$ cat config.mk
export PLATFORM = sky130hd
export DESIGN_NAME = iir_inverse_flat
export DESIGN_NICKNAME = d
export VERILOG_FILES = /design/src/rtl/iir_inverse_if.sv /design/src/rtl/iir_inverse.sv /design/src/flat_wrapper.sv
export SDC_FILE = /design/constraint.sdc
export NUM_CORES = 1
export LEC_CHECK = 0
export BUFFER_PORTS_ARGS = -buffer_cell sky130_fd_sc_hd__clkbuf_2
export CORE_ASPECT_RATIO = 1.5
export CORE_MARGIN = 2
export CORE_UTILIZATION = 55
export DETAILED_ROUTE_END_ITERATION = 8
export HOLD_SLACK_MARGIN = 0.02
export PLACE_DENSITY = 0.77
export SYNTH_ARGS = -nofsm -noshare
export SYNTH_HDL_FRONTEND = slang
export SYNTH_SLANG_ARGS = --single-unit
export TNS_END_PERCENT = 20
$ cat constraint.sdc
create_clock -name clk_i -period 5.55 [get_ports clk_i]
set_input_delay 0.2775 -clock clk_i [delete_from_list [all_inputs] [get_ports clk_i]]
set_output_delay 0.2775 -clock clk_i [all_outputs]
set_load 0.01 [all_outputs]
$ cat src/rtl/iir_inverse_if.sv
// ---------------------------------------------------------------------------
// iir_inverse_if
//   Sample stream bundle for the iir_inverse equaliser.
//   data_i  : signed filtered sample y[n] (producer -> equaliser)
//   valid_i : data_i is valid
//   ready_o : equaliser can accept a sample
//   data_o  : signed recovered sample x[n] (equaliser -> consumer)
//   valid_o : one-cycle pulse marking a new data_o
//   Modports: slave = equaliser side, master = producer/consumer side.
// ---------------------------------------------------------------------------
interface iir_inverse_if;
    logic signed [15:0] data_i;
    logic               valid_i;
    logic               ready_o;
    logic signed [15:0] data_o;
    logic               valid_o;

    modport slave (
        input  data_i,
        input  valid_i,
        output ready_o,
        output data_o,
        output valid_o
    );

    modport master (
        output data_i,
        output valid_i,
        input  ready_o,
        input  data_o,
        input  valid_o
    );
endinterface

$ cat src/rtl/iir_inverse.sv
// ---------------------------------------------------------------------------
// iir_inverse
//   Inverse of the first-order iir section: recovers x[n] from
//   y[n] = (1+2K)x[n] + (2K-1)x[n-1] - y[n-1] using
//   x[n] = (y[n] + y[n-1] - (2K-1)x[n-1]) / (1+2K), truncated toward zero
//   and saturated to 16 bits. A 25-step restoring divider gives one result
//   per 28 cycles (27-cycle latency).
//   Parameter: TIMECONSTANT = K (1..255).
//   Ports:
//     clk_i   : clock, rising edge
//     reset_i : synchronous active-high reset
//     bus     : iir_inverse_if.slave (data_i/valid_i/ready_o in,
//               data_o/valid_o out)
// ---------------------------------------------------------------------------
module iir_inverse #(
    parameter int TIMECONSTANT = 9
) (
    input  logic          clk_i,
    input  logic          reset_i,
    iir_inverse_if.slave  bus
);

    localparam logic signed [25:0] COEF    = 26'(2 * TIMECONSTANT - 1);
    localparam logic        [10:0] DIVISOR = 11'(2 * TIMECONSTANT + 1);

    typedef enum logic [1:0] {IDLE, PREP, DIV, DONE} state_t;

    state_t             state;
    logic signed [15:0] y_cur;
    logic signed [15:0] y_prev;
    logic signed [15:0] x_prev;
    logic               neg;
    logic        [24:0] work;     // dividend in, quotient shifted in from the LSB
    logic        [9:0]  rem;      // partial remainder, always < DIVISOR
    logic        [4:0]  count;
    logic signed [15:0] data_q;
    logic               valid_q;
    logic               ready_q;

    // ---- numerator: all terms sign-extended to 26 bits, cannot overflow ----
    logic signed [25:0] x_ext;
    logic signed [25:0] c_times_x;
    logic signed [25:0] num;
    logic        [24:0] mag;

    assign x_ext     = {{10{x_prev[15]}}, x_prev};
    assign c_times_x = x_ext * COEF;
    assign num       = {{10{y_cur[15]}}, y_cur} + {{10{y_prev[15]}}, y_prev} - c_times_x;
    // |num| < 2^25, so dropping the top bit of the magnitude is lossless.
    assign mag       = 25'(num[25] ? -num : num);

    // ---- one restoring-divider step ----
    logic [10:0] rem_sh;
    logic        ge;
    logic [9:0]  rem_next;

    assign rem_sh   = {rem, work[24]};
    assign ge       = (rem_sh >= DIVISOR);
    // The result is below DIVISOR (<= 511), so 10 bits always hold it.
    assign rem_next = 10'(ge ? rem_sh - DIVISOR : rem_sh);

    // ---- sign reapplication and saturation ----
    logic signed [25:0] q_signed;
    logic signed [15:0] clamped;

    assign q_signed = neg ? -$signed({1'b0, work}) : $signed({1'b0, work});

    // NOTE: every output of a combinational block gets a default first so no latch is inferred.
    always_comb begin
        clamped = q_signed[15:0];
        if (q_signed > 26'sd32767) begin
            clamped = 16'sh7FFF;
        end else if (q_signed < -26'sd32768) begin
            clamped = 16'sh8000;
        end
    end

    // ---- control and datapath registers ----
    // NOTE: sequential state uses non-blocking assignments so every register samples pre-edge values.
    always_ff @(posedge clk_i) begin
        if (reset_i) begin
            state   <= IDLE;
            y_cur   <= '0;
            y_prev  <= '0;
            x_prev  <= '0;
            neg     <= 1'b0;
            work    <= '0;
            rem     <= '0;
            count   <= '0;
            data_q  <= '0;
            valid_q <= 1'b0;
            ready_q <= 1'b1;
        end else begin
            valid_q <= 1'b0;
            case (state)
                IDLE: begin
                    if (bus.valid_i && ready_q) begin
                        y_cur   <= bus.data_i;
                        ready_q <= 1'b0;
                        state   <= PREP;
                    end
                end
                PREP: begin
                    neg   <= num[25];
                    work  <= mag;
                    rem   <= '0;
                    count <= 5'd24;
                    state <= DIV;
                end
                DIV: begin
                    work <= {work[23:0], ge};
                    rem  <= rem_next;
                    if (count == 5'd0) begin
                        state <= DONE;
                    end else begin
                        count <= count - 5'd1;
                    end
                end
                DONE: begin
                    data_q  <= clamped;
                    valid_q <= 1'b1;
                    ready_q <= 1'b1;
                    y_prev  <= y_cur;
                    x_prev  <= clamped;
                    state   <= IDLE;
                end
                default: state <= IDLE;
            endcase
        end
    end

    assign bus.data_o  = data_q;
    assign bus.valid_o = valid_q;
    assign bus.ready_o = ready_q;

endmodule

$ cat src/flat_wrapper.sv
// flat-port wrapper written by rule: the top's interface ports become plain ports
module iir_inverse_flat 
#(
    parameter int TIMECONSTANT = 9
)
  (clk_i, reset_i, bus_data_i, bus_valid_i, bus_ready_o, bus_data_o, bus_valid_o);
  iir_inverse_if bus_i ();
  input  logic clk_i;
  input  logic reset_i;
  input wire logic [$bits(bus_i.data_i)-1:0] bus_data_i;
  input wire logic [$bits(bus_i.valid_i)-1:0] bus_valid_i;
  output wire logic [$bits(bus_i.ready_o)-1:0] bus_ready_o;
  output wire logic [$bits(bus_i.data_o)-1:0] bus_data_o;
  output wire logic [$bits(bus_i.valid_o)-1:0] bus_valid_o;
  assign bus_i.data_i = bus_data_i;
  assign bus_i.valid_i = bus_valid_i;
  assign bus_ready_o = bus_i.ready_o;
  assign bus_data_o = bus_i.data_o;
  assign bus_valid_o = bus_i.valid_o;
  iir_inverse #(.TIMECONSTANT(TIMECONSTANT)) u_core (.clk_i(clk_i), .reset_i(reset_i), .bus(bus_i));
endmodule
==> impl_metrics.ini, run 1 <==
[yosys]
synth_top_area_share_pct = 24.3
synth.area.top_cells = dfxtp_1, ha_1, fa_1
yosysWarnings = 0
netlist_instances = 948
ys.flop_type = dfxtp_1
postSynthAreaPerCell_sq_um = 8.09
ys_types = 63
synthArstFlopShare_pct = 0
synth_top_area_cell = dfxtp_1
synth-seq-area-share_pct = 24.3
synth_nets = 1068
synth_area_sq_um = 7670
ys_ff_latch = 93
synth_edf_count = 0

[flow_run]
maxCapViolations = 0

[worst_hold_path]
min_delay_path_depth = 3
min-delay-start = bus_data_i[3]
min_to = u_core.y_cur[3]
hold_path_class = in2reg

[setup_path]
critical-path-top-delay-family = adder cells
reg2reg_to = u_core.work[22]
startpoint_type = register
critPathBufInv = 1
critPathArrivalTime_ns = 5.52
worstPathCellList = fa_1, ha_1, ha_1, fa_1, inv_1, ha_1, o21ai_1, a21boi_1, o2111a_1, o311a_1, or3_4, a211oi_2, nand3_2, nor4b_4, or4b_1, a21oi_1
setup.worst_path.end_class = register
reg2reg_depth = 16
critPathKind = reg2reg
r2r_start = u_core.x_prev[5]
slowest_delay_ns = 0.54
r2r_slack_ns = 0.31
critPathRequiredTime_ns = 5.83
worst-path-max-fanout = 9
cp_slowest_cell = fa_1
timing.critical_path.mode_cell = ha_1

[placed_design]
gp_congestion = 0.943
dp_hpwl_mm = 14.8
placed_area_sq_um = 7960
dp.cells = 1110
port_buffers = 36

[sta]
period_minus_slack_ns = 5.24
rsz0062_at_grt = no
skew_ns = 0.00811
finalSetupTns_ns = 0
tightestPinTransition_ns = 1.19
finalHoldViolations = 0
setup_violations = 0
maxSlewHeadroom_pct = 19.9
slew_viol_final = 0
period_share_pct = 94.4
max_freq_mhz = 191

[floorplanning]
die_w_microns = 100
coreArea_sq_um = 13600
die_y_microns = 149
die-area_sq_um = 14900
io_pins = 37
start_util_pct = 56.4
rows = 52

[route]
routedWlPerCell_microns = 16.9
drt_wl_total_mm = 19.0
vias = 6674
ant_nets = 0
drt-vias-per-instance = 5.93
detail_route.first_pass.iterations = 5
drcViolationCount = 0
drtIter0Drc = 296

[clock_tree]
cts_inserted_buffers = 9
cts.htree.levels = 3
clock_path_buffers = 2
clkLatencyLatePin_ns = 0.36
cts_root_buf = clkbuf_16
clock-sinks = 93
cts_hold_buf = 0
clk_pin_slew_worst_paths_ns = 0.08
cts_tree = yes

[global_routing]
grt_pass1_wl_mm = 31.5
antenna_found_initial = 0
grt_start_max_net_pins = 77
grt_overflow = 0
grt_use_total_pct = 26.7
first_global_vias = 6502

[cells_and_area]
drive_gt1_share_pct = 8.30
fin_area_sq_um = 8260
register_area_sq_um = 1860
postLayoutCoreUtil_pct = 60.7
layout_commonest_cell = inv_1
finalNetCount = 1079
insertedDiodeCount = 0
fill_cells = 1187
multi_input_comb_area_sq_um = 5270
stdcell_count = 1126
synthToLayoutAreaGrowth_pct = 7.65
final_cell_mix = inv_1, dfxtp_1, nor2_1

[status]
status = finished clean
## layer usage
layer | routed length [microns] | vias to the layer above | GRT usage [%]
met1 | 7110 | 3174 | 28.4
met5 | 0 | - | 0
met3 | 562 | 73 | 3.38
met2 | 9520 | 136 | 46.7
li1 | - | 3291 | -
met4 | 1810 | 0 | 21.4
## metrics by stage
stage	hold WS [ns]	setup WS, ns
detailed placement	0.468	0.370
floorplan	0.413	0.647
finish	0.131	0.311
global placement	0.462	0.396
global route	0.145	0.00495
CTS	0.134	0.347
## cells by family after synthesis
| logic type | synth area share (%) |
|---|---|
| xor+xnor | 6.62 |
| fa+ha+maj | 19.4 |
| flops | 24.3 |
| mux | 3.95 |
| buf+inv | 7.17 |
| compound gates | 19.1 |
| simple gates | 19.5 |
## repair_timing
item,4_1_cts,5_1_grt
buffers inserted,0,0
setup endpoints to repair,0,1
gates resized for setup,0,1
## synth_stat cells, drive strengths merged, types with 10 or more instances
cell type  number
nand3          25
o31ai          10
a31oi          13
o211a          15
ha             71
fa             30
nor3           14
nand2b         30
xnor2          27
o211ai         13
nor4           10
xor2           31
o21ai          37
nor2b          24
a21oi          73
nor2           80
clkbuf         40
dfxtp          93
inv            96
mux2i          28
nand2          75
## registers in the layout, indices dropped and copies added, names as in the netlist
| signal | cells |
|---|---|
| u_core.state | 2 |
| u_core.rem | 10 |
| u_core.y_cur | 16 |
| u_core.bus.ready_o | 1 |
| u_core.neg | 1 |
| u_core.work | 25 |
| u_core.bus.valid_o | 1 |
| u_core.x_prev | 16 |
| u_core.count | 5 |
| u_core.y_prev | 16 |
## final cells by class
class	count	area share, %
Sequential cell	93	22.5
Tap cell	162	2.45
Timing Repair Buffer	48	3.27
Inverter	96	4.36
Clock buffer	9	2.73
Clock inverter	7	0.818
Multi-Input combinational cell	711	63.8
## worst max path at each step
stage                      from               to  depth (start not counted)
2_1_floorplan  u_core.x_prev[5]  u_core.work[22]                         17
3_3_place_gp   u_core.x_prev[8]  u_core.work[22]                         16
3_5_place_dp   u_core.x_prev[5]  u_core.work[22]                         16
4_1_cts        u_core.x_prev[5]  u_core.work[22]                         16
5_1_grt        u_core.x_prev[6]  u_core.work[21]                         15
6_report       u_core.x_prev[5]  u_core.work[22]                         16
## worst reg2reg max path, stage by stage (launching register included)
cell and delay, ns:
dfxtp_1 0.43, fa_1 0.44, ha_1 0.32, ha_1 0.30
fa_1 0.54, inv_1 0.04, ha_1 0.41, o21ai_1 0.29
a21boi_1 0.14, o2111a_1 0.20, o311a_1 0.32, or3_4 0.37
a211oi_2 0.33, nand3_2 0.17, nor4b_4 0.27, or4b_1 0.46
a21oi_1 0.15
Power of run 1 is not shown: default switching activity piles up to over one toggle a cycle in this logic, so the estimate is an artifact.
==> inputs of run 2 (changes only) <==
Settings changed: SETUP_SLACK_MARGIN set to 0.5.
==> run 2 against run 1 <==
Effect of this change:
- final cell count grew 1.5%
- first-iteration DRC count increased by 8.8%
- flip-flop and latch count did not move
- die area is the same
- count of clock-buffer cells in the layout unchanged
- global-route usage is 0.12 points higher
- non-clock buffer count increased by 17
- clock skew fell by 0.00060 ns
- wire length is 5.2% higher
- maximum frequency rose by 4.9%
- setup slack gained 0.24 ns
==> impl_metrics.ini, run 2 (same netlist as run 1, synthesis figures left out) <==
[status]
status = finished clean

[cells_and_area]
top_register = u_core.work
drive_gt1_share_pct = 15.1
register_area_sq_um = 1880
finalNetCount = 1096
multi_input_comb_area_sq_um = 5540
layout_commonest_cell = inv_1
final_cell_mix = inv_1, dfxtp_1, nor2_1
fill_cells = 1114
largest_reg_flops = 25
insertedDiodeCount = 0
synthToLayoutAreaGrowth_pct = 13.0

[worst_hold_path]
min-delay-start = bus_data_i[15]
hold_path_class = in2reg
min_delay_path_depth = 3
min_to = u_core.y_cur[15]

[flow_run]
maxCapViolations = 0

[global_routing]
first_global_vias = 6529
antenna_found_initial = 0
grt_start_max_net_pins = 77
grt_pass1_wl_mm = 31.7
grt_use_total_pct = 26.8
grt_overflow = 0

[sta]
setup_violations = 0
period_minus_slack_ns = 5.00
tightestPinTransition_ns = 1.20
slew_viol_final = 0
max_freq_mhz = 200
skew_ns = 0.00751
finalSetupTns_ns = 0
period_share_pct = 90.0
finalHoldViolations = 0
maxSlewHeadroom_pct = 19.2
rsz0062_at_grt = yes

[setup_path]
critPathRequiredTime_ns = 5.83
worst-path-max-fanout = 7
startpoint_type = register
critPathArrivalTime_ns = 5.27
crit_path_start = u_core.y_prev[8]
reg2reg_depth = 17
setup.worst_path.end_class = register
r2r_start = u_core.y_prev[8]
r2r_slack_ns = 0.55
reg2reg_to = u_core.work[22]
critPathKind = reg2reg

[floorplanning]
die-area_sq_um = 14900
io_pins = 37
die_y_microns = 149
die_w_microns = 100
coreArea_sq_um = 13600
start_util_pct = 56.4
rows = 52

[placed_design]
gp_congestion = 0.943
port_buffers = 36
dp_hpwl_mm = 14.8

[clock_tree]
clk_pin_slew_worst_paths_ns = 0.08
cts_tree = yes
clkLatencyLatePin_ns = 0.35
cts_inserted_buffers = 9
clock_path_buffers = 2
cts_root_buf = clkbuf_16
cts.htree.levels = 3
clock-sinks = 93

[route]
drcViolationCount = 0
drt_wl_total_mm = 20.0
drt-vias-per-instance = 5.98
routedWlPerCell_microns = 17.5
vias = 6836
ant_nets = 0
detail_route.first_pass.iterations = 5
drtIter0Drc = 322
run 2: final cells by class:
| type | instances | share of cell area, % |
|---|---|---|
| Multi-Input combinational cell | 711 | 63.9 |
| Sequential cell | 93 | 21.6 |
| Timing Repair Buffer | 65 | 4.59 |
| Inverter | 96 | 4.16 |
| Clock buffer | 9 | 2.60 |
| Tap cell | 162 | 2.34 |
| Clock inverter | 7 | 0.779 |
run 2: per-layer routing:
metal  global-route usage (%)  wire length [microns]
met5                        0                      0
met3                     3.38                    634
met4                     21.6                   1900
met1                     28.4                   7430
met2                     47.0                  10000
run 2: repair_timing:
action,4_1_cts,5_1_grt
hold buffers,0,0
pin swaps,2,25
endpoints found under the setup margin,2,16
buffers inserted,1,16
resized for setup,7,54
run 2: metrics by stage:
step                      utilization [%]  hold WS, ns  std cells  setup WS, ns  cell area (sq um)
after floorplan                         -        0.413        948         0.647               7670
after global placement               58.6        0.462       1110         0.396               7960
after detailed placement             58.6        0.468       1110         0.370               7960
after CTS                            61.1        0.134       1127         0.482               8310
after global routing                 63.8        0.145       1143         0.378               8670
final                                63.8        0.134       1143         0.554               8670
run 2: worst max path at each step:
| stage | to | cells past startpoint |
|---|---|---|
| after global placement | u_core.work[22] | 16 |
| after global routing | u_core.work[22] | 17 |
| final | u_core.work[22] | 17 |
| after floorplan | u_core.work[22] | 17 |
| after detailed placement | u_core.work[22] | 16 |
| after CTS | u_core.work[22] | 16 |
run 2: worst max-delay path, stage by stage, from the launching register on:
cell	delay, ns
dfxtp_1	0.33
inv_1	0.06
fa_1	0.49
ha_1	0.36
ha_4	0.23
fa_1	0.53
inv_1	0.08
ha_4	0.28
a21o_4	0.23
a21oi_2	0.14
nor2b_2	0.08
o311a_1	0.35
or3_4	0.41
a211oi_4	0.28
nand3_2	0.16
nor4b_4	0.30
or4b_4	0.49
a21oi_2	0.12
Power of run 2 is left out for the same reason.
==> inputs of run 3 (changes only) <==
Settings changed: BUFFER_PORTS_ARGS -buffer_cell sky130_fd_sc_hd__clkbuf_2 to -buffer_cell sky130_fd_sc_hd__buf_2.
Clock period 5.55 ns to 5.3 ns, I/O delays scaled along.
==> run 3 against run 2 <==
Effect of this change:
- final cell count increased by 2.2%
- count of clock-buffer cells in the layout unchanged
- setup slack got worse by 0.098 ns
- worst hold slack got worse by 0.00087 ns
- first-iteration DRC count increased by 58%
- largest cell class unchanged
- global-route usage increased by 1.8 points
==> impl_metrics.ini, run 3 (same netlist as run 1, synthesis figures left out) <==
[status]
status = finished clean

[setup_path]
critPathArrivalTime_ns = 5.12
critPathRequiredTime_ns = 5.58
critPathKind = reg2reg
setup.worst_path.end_class = register
reg2reg_depth = 17
worst-path-max-fanout = 7
startpoint_type = register

[route]
vias = 7090
ant_nets = 0
drcViolationCount = 0
drt-vias-per-instance = 6.07
drt_wl_total_mm = 21.9
drtIter0Drc = 510
detail_route.first_pass.iterations = 5
routedWlPerCell_microns = 18.7

[placed_design]
dp.cells = 1125
gp_congestion = 0.977
placed_area_sq_um = 8080
port_buffers = 36
dp_hpwl_mm = 15.1

[global_routing]
grt_pass1_wl_mm = 34.0
grt_overflow = 0
antenna_found_initial = 0
grt_start_max_net_pins = 76
first_global_vias = 6886
grt_use_total_pct = 28.6

[floorplanning]
io_pins = 37
die_y_microns = 149
coreArea_sq_um = 13600
die_w_microns = 100
rows = 52
start_util_pct = 56.4
die-area_sq_um = 14900

[sta]
slew_viol_final = 0
max_freq_mhz = 206
finalSetupTns_ns = 0
whs_ns = 0.133
skew_ns = 0.0154
period_minus_slack_ns = 4.84
setup_violations = 0
tightestPinTransition_ns = 1.03
finalHoldViolations = 0
rsz0062_at_grt = yes
maxSlewHeadroom_pct = 31.4
period_share_pct = 91.4

[clock_tree]
cts_root_buf = clkbuf_16
cts_hold_buf = 0
clk_pin_slew_worst_paths_ns = 0.08
cts_inserted_buffers = 9
cts_tree = yes
clock_path_buffers = 2
clkLatencyLatePin_ns = 0.35
cts.htree.levels = 3
clock-sinks = 93

[flow_run]
maxCapViolations = 0

[cells_and_area]
synthToLayoutAreaGrowth_pct = 18.4
layout_commonest_cell = inv_1
insertedDiodeCount = 0
largest_reg_flops = 25
stdcell_count = 1168
finalNetCount = 1121
fin_area_sq_um = 9090
top_register = u_core.work
final_cell_mix = inv_1, nor2_1, nand2_1, dfxtp_1, a21oi_1
drive_gt1_share_pct = 20.4

[worst_hold_path]
hold_path_class = in2reg
min_delay_path_depth = 3
run 3: path summary, 6_finish.rpt:
check | startpoint | slack (ns) | end
worst max-delay path | u_core.y_cur[8] | 0.46 | u_core.work[22]
worst min-delay path | bus_data_i[5] | 0.13 | u_core.y_cur[5]
worst max register to register | u_core.y_cur[8] | 0.46 | u_core.work[22]
worst min register to register | u_core.y_cur[4] | 0.47 | u_core.y_cur[4]
run 3: layer usage:
metal	vias up	part of all wire, %	global-route usage (%)
li1	3382	-	-
met1	3394	37	31.5
met2	226	52	51.4
met3	88	3.8	3.57
met4	0	6.8	17.6
met5	-	0	0
run 3: timing repair:
item | CTS | global route
pin swaps | 28 | 27
setup endpoints to repair | 9 | 22
buffers inserted | 14 | 13
resized for setup | 52 | 51
run 3: area by class of cell:
cell class                 instances  area (sq um)
clock buffer                       9           225
clock inverter                     7          73.8
fill                            1016          4510
inverter                          96           360
multi-input combinational        711          5740
sequential                        93          1890
tap                              162           203
timing repair buffer              90           593
run 3: critical path: stages (launching register included):
cell	delay, ns
dfxtp_2	0.38
inv_2	0.05
fa_1	0.56
ha_4	0.22
ha_4	0.22
fa_1	0.55
inv_2	0.05
ha_4	0.24
a21o_4	0.23
a221oi_2	0.35
or2_2	0.21
nand4b_1	0.15
a41oi_2	0.24
nor2b_1	0.20
xnor2_1	0.17
or2_2	0.33
or4b_1	0.47
a21oi_1	0.14
run 3: through the flow:
step | util [%] | setup slack [ns]
floorplan | - | 0.430
global placement | 59.4 | 0.292
detailed placement | 59.4 | 0.222
CTS | 64.3 | 0.497
global route | 66.8 | 0.215
finish | 66.8 | 0.457
Power of run 3 is left out for the same reason.
